`config.mk`:
```
export PLATFORM = sky130hd
export DESIGN_NAME = mips_memory_stage_access
export DESIGN_NICKNAME = d
export VERILOG_FILES = /design/src/rtl/mips_control_signal_memory_pkg.sv /design/src/rtl/mips_memory_stage_access_pkg.sv /design/src/rtl/mips_memory_stage_lane.sv /design/src/rtl/mips_memory_stage_access.sv
export SDC_FILE = /design/constraint.sdc
export NUM_CORES = 1
export LEC_CHECK = 0
export ABC_AREA = 1
export CORE_MARGIN = 1.5
export CORE_UTILIZATION = 40
export CTS_CLUSTER_DIAMETER = 100
export DETAILED_ROUTE_END_ITERATION = 12
export PLACE_DENSITY = 0.77
export SLEW_MARGIN = 15
export SYNTH_ARGS = -nofsm -noshare
export SYNTH_HDL_FRONTEND = slang
export SYNTH_SLANG_ARGS = --single-unit
export TNS_END_PERCENT = 5
```
`constraint.sdc`:
```
create_clock -name clock -period 2.3 [get_ports clock]
set_input_delay 0.345 -clock clock [delete_from_list [all_inputs] [get_ports clock]]
set_output_delay 0.345 -clock clock [all_outputs]
set_load 0.02 [all_outputs]
```
`src/rtl/mips_control_signal_memory_pkg.sv`:
```
// Memory control-word constants shared by decode and the MEM stage.
package mips_control_signal_memory_pkg;

  typedef enum logic [1:0] {
    BYTE_ENABLE_NONE = 2'd0,
    BYTE_ENABLE_BYTE = 2'd1,
    BYTE_ENABLE_HALF = 2'd2,
    BYTE_ENABLE_WORD = 2'd3
  } byte_enable_e;

  typedef enum logic {
    BYTE_EXTEND_UNSIGNED = 1'b0,
    BYTE_EXTEND_SIGNED   = 1'b1
  } byte_extend_e;

endpackage

```
`src/rtl/mips_memory_stage_access_pkg.sv`:
```
// MEM-stage access types: FSM states, timeout counter sizing, lane helpers.
package mips_memory_stage_access_pkg;
  import mips_control_signal_memory_pkg::*;

  typedef enum logic [1:0] {
    ST_IDLE = 2'd0,
    ST_BUSY = 2'd1,
    ST_DONE = 2'd2
  } mem_state_e;

  // A zero timeout still needs a 1-bit counter to keep the declaration legal.
  function automatic int unsigned timeout_count_width(input int unsigned cycles);
    if (cycles == 0) return 1;
    return $clog2(cycles + 1);
  endfunction

  function automatic logic [3:0] lane_mask(input byte_enable_e size, input logic [1:0] lane);
    case (size)
      BYTE_ENABLE_BYTE: return 4'b0001 << lane;
      BYTE_ENABLE_HALF: return 4'b0011 << lane;
      BYTE_ENABLE_WORD: return 4'b1111;
      default:          return '0;
    endcase
  endfunction

  function automatic logic [31:0] lane_replicate(input byte_enable_e size, input logic [31:0] data);
    case (size)
      BYTE_ENABLE_BYTE: return {4{data[7:0]}};
      BYTE_ENABLE_HALF: return {2{data[15:0]}};
      BYTE_ENABLE_WORD: return data;
      default:          return '0;
    endcase
  endfunction

endpackage

```
`src/rtl/mips_memory_stage_lane.sv`:
```
// Byte-lane steering: request mask/replicated store data, and response extract/extend.
module mips_memory_stage_lane
  import mips_control_signal_memory_pkg::*;
  import mips_memory_stage_access_pkg::*;
(
  input  logic [1:0]  req_size,
  input  logic [1:0]  req_lane,
  input  logic [31:0] store_data,
  output logic [3:0]  byte_mask,
  output logic [31:0] write_data,
  input  logic [1:0]  rsp_size,
  input  logic [1:0]  rsp_lane,
  input  logic        rsp_extend,
  input  logic [31:0] read_data,
  output logic [31:0] load_data
);

  logic [7:0]  sel_byte;
  logic [15:0] sel_half;
  logic        sign_fill;

  always_comb begin
    byte_mask  = lane_mask(byte_enable_e'(req_size), req_lane);
    write_data = lane_replicate(byte_enable_e'(req_size), store_data);
  end

  always_comb begin
    case (rsp_lane)
      2'd0:    sel_byte = read_data[7:0];
      2'd1:    sel_byte = read_data[15:8];
      2'd2:    sel_byte = read_data[23:16];
      default: sel_byte = read_data[31:24];
    endcase
    // Halfword accesses are always even-aligned, so only lane bit 1 matters.
    sel_half  = rsp_lane[1] ? read_data[31:16] : read_data[15:0];
    sign_fill = (rsp_extend == BYTE_EXTEND_SIGNED);
    case (rsp_size)
      BYTE_ENABLE_BYTE: load_data = {{24{sign_fill & sel_byte[7]}}, sel_byte};
      BYTE_ENABLE_HALF: load_data = {{16{sign_fill & sel_half[15]}}, sel_half};
      BYTE_ENABLE_WORD: load_data = read_data;
      default:          load_data = '0;
    endcase
  end

endmodule

```
`src/rtl/mips_memory_stage_access.sv`:
```
// MEM-stage data-memory access unit: request/ready bus master that stalls the
// pipeline for the duration of each load/store and returns extended load data.
module mips_memory_stage_access
  import mips_control_signal_memory_pkg::*;
  import mips_memory_stage_access_pkg::*;
#(
  parameter int unsigned TIMEOUT_CYCLES = 64
) (
  input  logic        clock,
  input  logic        reset,
  input  logic        inValid,
  input  logic        flush,
  input  logic        writeEnable,
  input  logic [1:0]  byteEnable,
  input  logic        byteExtend,
  input  logic [31:0] address,
  input  logic [31:0] storeData,
  output logic        memRequest,
  output logic        memWrite,
  output logic [31:0] memAddress,
  output logic [3:0]  memByteMask,
  output logic [31:0] memWriteData,
  input  logic        memReady,
  input  logic [31:0] memReadData,
  output logic        stall,
  output logic [31:0] loadData,
  output logic        doneValid,
  output logic        misaligned,
  output logic        busError
);

  localparam int unsigned CW = timeout_count_width(TIMEOUT_CYCLES);
  localparam logic [CW-1:0] COUNT_LAST = CW'((TIMEOUT_CYCLES == 0) ? 0 : TIMEOUT_CYCLES - 1);

  mem_state_e    state_q, state_d;
  logic [CW-1:0] count_q;
  logic [1:0]    size_q;
  logic [1:0]    lane_q;
  logic          extend_q;

  logic          access;
  logic          accept;
  logic          ready_hit;
  logic          timed_out;
  logic [3:0]    mask_next;
  logic [31:0]   wdata_next;
  logic [31:0]   extracted;

  always_comb begin
    access     = inValid & (byteEnable != BYTE_ENABLE_NONE) & ~flush;
    misaligned = access & (((byteEnable == BYTE_ENABLE_HALF) & address[0]) |
                           ((byteEnable == BYTE_ENABLE_WORD) & (address[1:0] != 2'b00)));
  end

  always_comb begin
    state_d   = state_q;
    stall     = 1'b0;
    accept    = 1'b0;
    ready_hit = 1'b0;
    timed_out = 1'b0;
    case (state_q)
      ST_IDLE: begin
        if (access && !misaligned) begin
          accept  = 1'b1;
          stall   = 1'b1;
          state_d = ST_BUSY;
        end
      end
      ST_BUSY: begin
        stall = 1'b1;
        // A response arriving on the final allowed cycle beats the timeout.
        if (memReady) begin
          ready_hit = 1'b1;
          state_d   = ST_DONE;
        end else if ((TIMEOUT_CYCLES != 0) && (count_q == COUNT_LAST)) begin
          timed_out = 1'b1;
          state_d   = ST_DONE;
        end
      end
      ST_DONE: state_d = ST_IDLE;
      default: state_d = ST_IDLE;
    endcase
  end

  always_ff @(posedge clock) begin
    if (reset) begin
      state_q      <= ST_IDLE;
      count_q      <= '0;
      size_q       <= '0;
      lane_q       <= '0;
      extend_q     <= 1'b0;
      memRequest   <= 1'b0;
      memWrite     <= 1'b0;
      memAddress   <= '0;
      memByteMask  <= '0;
      memWriteData <= '0;
      loadData     <= '0;
      doneValid    <= 1'b0;
      busError     <= 1'b0;
    end else begin
      state_q   <= state_d;
      count_q   <= (state_q == ST_BUSY && state_d == ST_BUSY) ? count_q + CW'(1) : '0;
      doneValid <= ready_hit | timed_out;
      busError  <= timed_out;
      if (accept) begin
        memRequest   <= 1'b1;
        memWrite     <= writeEnable;
        memAddress   <= {address[31:2], 2'b00};
        memByteMask  <= mask_next;
        memWriteData <= wdata_next;
        size_q       <= byteEnable;
        lane_q       <= address[1:0];
        extend_q     <= byteExtend;
      end
      if (ready_hit) begin
        memRequest <= 1'b0;
        loadData   <= extracted;
      end
      if (timed_out) begin
        memRequest <= 1'b0;
        loadData   <= '0;
      end
    end
  end

  mips_memory_stage_lane u_lane (
    .req_size   (byteEnable),
    .req_lane   (address[1:0]),
    .store_data (storeData),
    .byte_mask  (mask_next),
    .write_data (wdata_next),
    .rsp_size   (size_q),
    .rsp_lane   (lane_q),
    .rsp_extend (extend_q),
    .read_data  (memReadData),
    .load_data  (extracted)
  );

endmodule

```
* Word-level counts from Yosys, hierarchy flattened *
Index checks and enable logic that the tools add are counted.
Widths: inputs -> output; s select.

operators by class
  shift operators = 2
  reductions and logical operators = 10
  bitwise gates (word level) = 11
  multiplexer cells = 17
  add/sub/neg operators = 1
  eq/ne operators = 11

operator list
  kind                 count
  $pmux 32 s3          2
  $pmux 8 s3           1
  $mux 16              1
  $pmux 4 s3           1
  $eq 2x1->1 const B   5
  $eq 2x2->1 const B   5
  $add 7x1->7 const B  1
  $and 1x1->1          7
  $eq 7x6->1 const B   1
  $mux 1               7
  $mux 2               3
  $logic_not 2->1      2
  $pmux 2 s2           1
  $reduce_bool 2->1    2
  $reduce_or 2->1      2
  $shl 1x2->4 const A  1
  $shl 2x2->4 const A  1
  $reduce_or 3->1      1
  $logic_and 1x1->1    2
  $not 1->1            2
  $or 1x1->1           2
  $pmux 1 s2           1
  $logic_not 1->1      1

storage, ports and cells
  register bits = 116
  output and inout port bits = 106

* Longest topological paths before layout *
  depth in word-level cells = 12
  mapped depth = 11
  gate-level depth less buffers = 11

* Cells and area by module *
A second synthesis with hierarchy kept.

second synthesis, totals
  cell total of the unflattened synthesis = 1,154
  area, all modules = 6,840.3 µm²

modules (own cells, without submodules)
  module                    times used  area each (µm²)  seq. area each (µm²)  cells each
  mips_memory_stage_access  1           5,330.1          2,322.2               827
  mips_memory_stage_lane    1           1,510.2          0.0                   327

* Worst setup path after synthesis *
No wires, ideal clock.

  path kind = input port to output port
  start point = in byteEnable[1]
  end point = out stall
  setup slack = 0.111 ns
  stages on the path = 7
  path buffers = 2
  arrival time = 1.844 ns
  required time = 1.955 ns
  cell sequence = clkbuf_1 -> inv_1 -> ha_1 -> nor3_2 -> nand3_4 -> clkbuf_1 -> nand2_1

between the ends
  word-level cells in the longest chain between the ends = 8

RTL lines
  item                                       line                                                                                            text
  start, declared                            mips_memory_stage_access.sv:14                                                                  input logic [1:0] byteEnable,
  $eq 2x2->1, or another cell as far along   mips_memory_stage_access.sv:51                                                                  misaligned = access & (((byteEnable == BYTE_ENABLE_HALF) & address[0]) |
  $and 1x1->1 (on tied branches)             mips_memory_stage_access.sv:51, mips_memory_stage_access.sv:50, mips_memory_stage_access.sv:52
  $or 1x1->1 or $and 1x1->1 (tied branches)  mips_memory_stage_access.sv:51, mips_memory_stage_access.sv:50
  $and 1x1->1                                mips_memory_stage_access.sv:51
  $logic_not 1->1                            mips_memory_stage_access.sv:63                                                                  if (access && !misaligned) begin
  $logic_and 1x1->1 (*)                      mips_memory_stage_access.sv:63
  $mux 1 (*)                                 mips_memory_stage_access.sv:63
  $pmux 1 s2 (*)                             mips_memory_stage_access.sv:61                                                                  case (state_q)
  end, declared                              mips_memory_stage_access.sv:25                                                                  output logic stall,

Every way passes the cells marked *; elsewhere a longest branch is shown, timed or not.

* Final worst setup path *
Same ends and word-level chain as after synthesis.

==> flow_summary.yaml <==
sta:
  slew_headroom: 0.528
  finalSetupViolations: 0
  finalCritPeriodShare: 0.934
  fmax_mhz: 466
  period_needed_ns: 2.15
  rsz0062_at_grt: "false"
  timing_hold_violations_final: 0
  timing.hold.ws_ns: 0.441
  final_max_slew_viol_count: 0
  fin_worst_skew_ns: 0.00949
  worst_slew_pin_slew_ns: 0.704
  setup_ws_ns: 0.152
power:
  seqPwrFrac: 0.372
  p_per_area_nw_per_um2: 661
  leakagePower_uw: 0.00366
  net-switching-power_uw: 1350
  internal_power_uw: 4270
  netSwitchingFraction: 0.240
  power_uw: 5610
  comb_power_share: 0.134
  clkPwrFrac: 0.494
  vdd_ir_drop_max_uv: 360
floorplanning:
  die_y_um: 121
  io-pin-count: 211
  start_util: 0.415
  fp.dieW_um: 121
  rows: 42
  core_um2: 13400
  die_area_um2: 14600
synth:
  netlist.area_leader.share: 0.418
  ys_seq_area_frac: 0.418
  synth_seq_cells: 116
  async_reset_ff_frac: 0
  yosysWarnings: 0
  postSynthCellCount: 838
  synth_area_um2: 5560
  synth_area_leaders: "dfxtp_1, nand2_1, nand3_1"
  synth-main-ff-cell: "dfxtp_1"
  synth_cell_type_count: 32
  synth_edf_count: 0
  synth_area_leader_cell: "dfxtp_1"
  avgSynthCellArea_um2: 6.63
worst_setup_path:
  arrival_ns: 1.80
  start_kind: "input pin"
  end_kind: "output pin"
  cp_max_fo: 4
  path_class: "in2out"
  worst_ep_required_time_ns: 1.96
place:
  place_ws_ns: -0.363
  placed_cell_area_um2: 7880
  dpl.cell_count: 1197
  gp_congestion: 0.879
  hpwlAfterDp_um: 12200
  io_buffer_count: 208
global_routing:
  grt_pass1_vias: 5701
  grt_usage: 0.244
  grt_pass1_wl_um: 28300
  grt_max_degree: 60
  grt-ovfl-total: 0
  antenna_found_initial: 0
outcome:
  status: "completed"
clocking:
  cts_tree: "built"
  clockBufferDepth: 2
  root_buffer: "clkbuf_16"
  clk_transition_reported_paths_ns: 0.05
  numCtsBuffers: 17
  worstSkewPairLatency_ns: 0.42
  cts.sinks: 116
  cts-hold-fix-buffers: 0
  htreeDepth: 4
  postCtsSetupRepairBufs: 0
route:
  wl_per_cell_um: 14.3
  finalWirelength_um: 17600
  drtPass1Iterations: 4
  ant_nets: 0
  drc: 0
  vias_per_cell: 5.04
  vias: 6188
  drt-initial-drc-count: 544
final_layout:
  instances_no_fill: 1227
  drive_gt1_frac: 0.0685
  area_delta_synth_final_pct: 52.8
  finalInstanceArea_um2: 8490
  fin_nets: 1151
  antenna_cells: 0
hold_path:
  hold_path.class: "reg2reg"
job:
  drv_cap: 0
-- power by group through the flow --
stage	logic [uW]	registers, uW	clock network, uW
6_report	754	2090	2770
5_1_grt	818	2090	2900
4_1_cts	753	2090	2810
3_5_place_dp	748	2130	0
3_3_place_gp	747	2130	0
2_1_floorplan	305	2170	0
-- worst max-delay path: stages --
cell	delay (ns)
clkdlybuf4s50_1	0.55
inv_1	0.08
ha_1	0.23
nor3_4	0.23
nand3_4	0.12
nand2_1	0.08
buf_2	0.17
-- sequential cells by signal (all words and copies together), names as in the netlist --
register      flops
extend_q          1
doneValid         1
lane_q            2
state_q           2
size_q            2
busError          1
count_q           7
memRequest        1
memAddress       30
memByteMask       4
memWrite          1
loadData         32
memWriteData     32
-- layout by cell type, fill, tap and decap left out, types with 3 or more instances in the layout --
master and n:
ha_1 6, buf_12 3, clkbuf_16 17, nand4_1 34, a21oi_1 78, nor3_1 3, nand2_1 320, dfxtp_1 116
a21boi_0 3, clkinv_1 3, clkdlybuf4s50_1 206, inv_2 4, a22oi_1 7, bufinv_16 4, buf_4 26, inv_1 53
nor2_1 35, o21ai_0 11, nand3_1 94
-- cell usage after synthesis, types with 2 or more instances --
cell,count
nand2_1,320
dfxtp_1,116
nand3_1,94
a21oi_1,78
inv_1,53
clkbuf_1,36
nor2_1,36
nand4_1,34
buf_2,12
o21ai_0,11
a22oi_1,7
ha_1,6
buf_4,5
inv_2,4
a21boi_0,3
clkinv_1,3
nor3_1,3
o211ai_1,2
o21ai_1,2
-- per-layer routing --
layer	global-route usage	vias to the layer above	routed length, um
li1	-	3115	-
met1	0.326	2806	7940
met3	0.0512	31	1110
met2	0.379	236	8070
met4	0.107	0	454
met5	0	-	0
-- stage by stage --
step | TNS (ns) | utilization
CTS | 0 | 0.634
global route | 0 | 0.634
detailed placement | -1.81 | 0.588
floorplan | 0 | -
global placement | -0.548 | 0.588
finish | 0 | 0.634
-- logic make-up after synthesis --
group                    count (synthesis)  share of synthesized area
AO/OA/AOI/OAI                          105                      0.103
XOR/XNOR                                 1                    0.00158
adder cells (fa/ha/maj)                  6                     0.0135
buffers and inverters                  115                     0.0851
flip-flops                             116                      0.418
other                                    1                   0.000675
AND/OR/NAND/NOR                        494                      0.378
-- area by class of cell --
type                       instances  area [um^2]
fill                            1218         4910
multi-input combinational        608         2780
timing repair buffer             237         2330
sequential                       116         2320
clock buffer                      21          460
inverter                          60          225
tap                              176          220
clock inverter                     9          154
-- repair_timing --
item	4_1_cts	5_1_grt
pin swaps	0	0
setup endpoints to repair	2	2
resized for setup	5	4
-- worst paths after layout --
kind	from	to	slack [ns]	depth (start not counted)
worst max register to register	size_q[1]$_SDFFE_PP0P_	loadData[2]$_SDFFE_PP0P_	0.48	8
worst min register to register	count_q[6]$_SDFF_PP0_	count_q[6]$_SDFF_PP0_	0.44	2
worst max-delay path	byteEnable[1]	stall	0.15	7
worst min-delay path	count_q[6]$_SDFF_PP0_	count_q[6]$_SDFF_PP0_	0.44	2
Power figures use the tool's default switching activity.
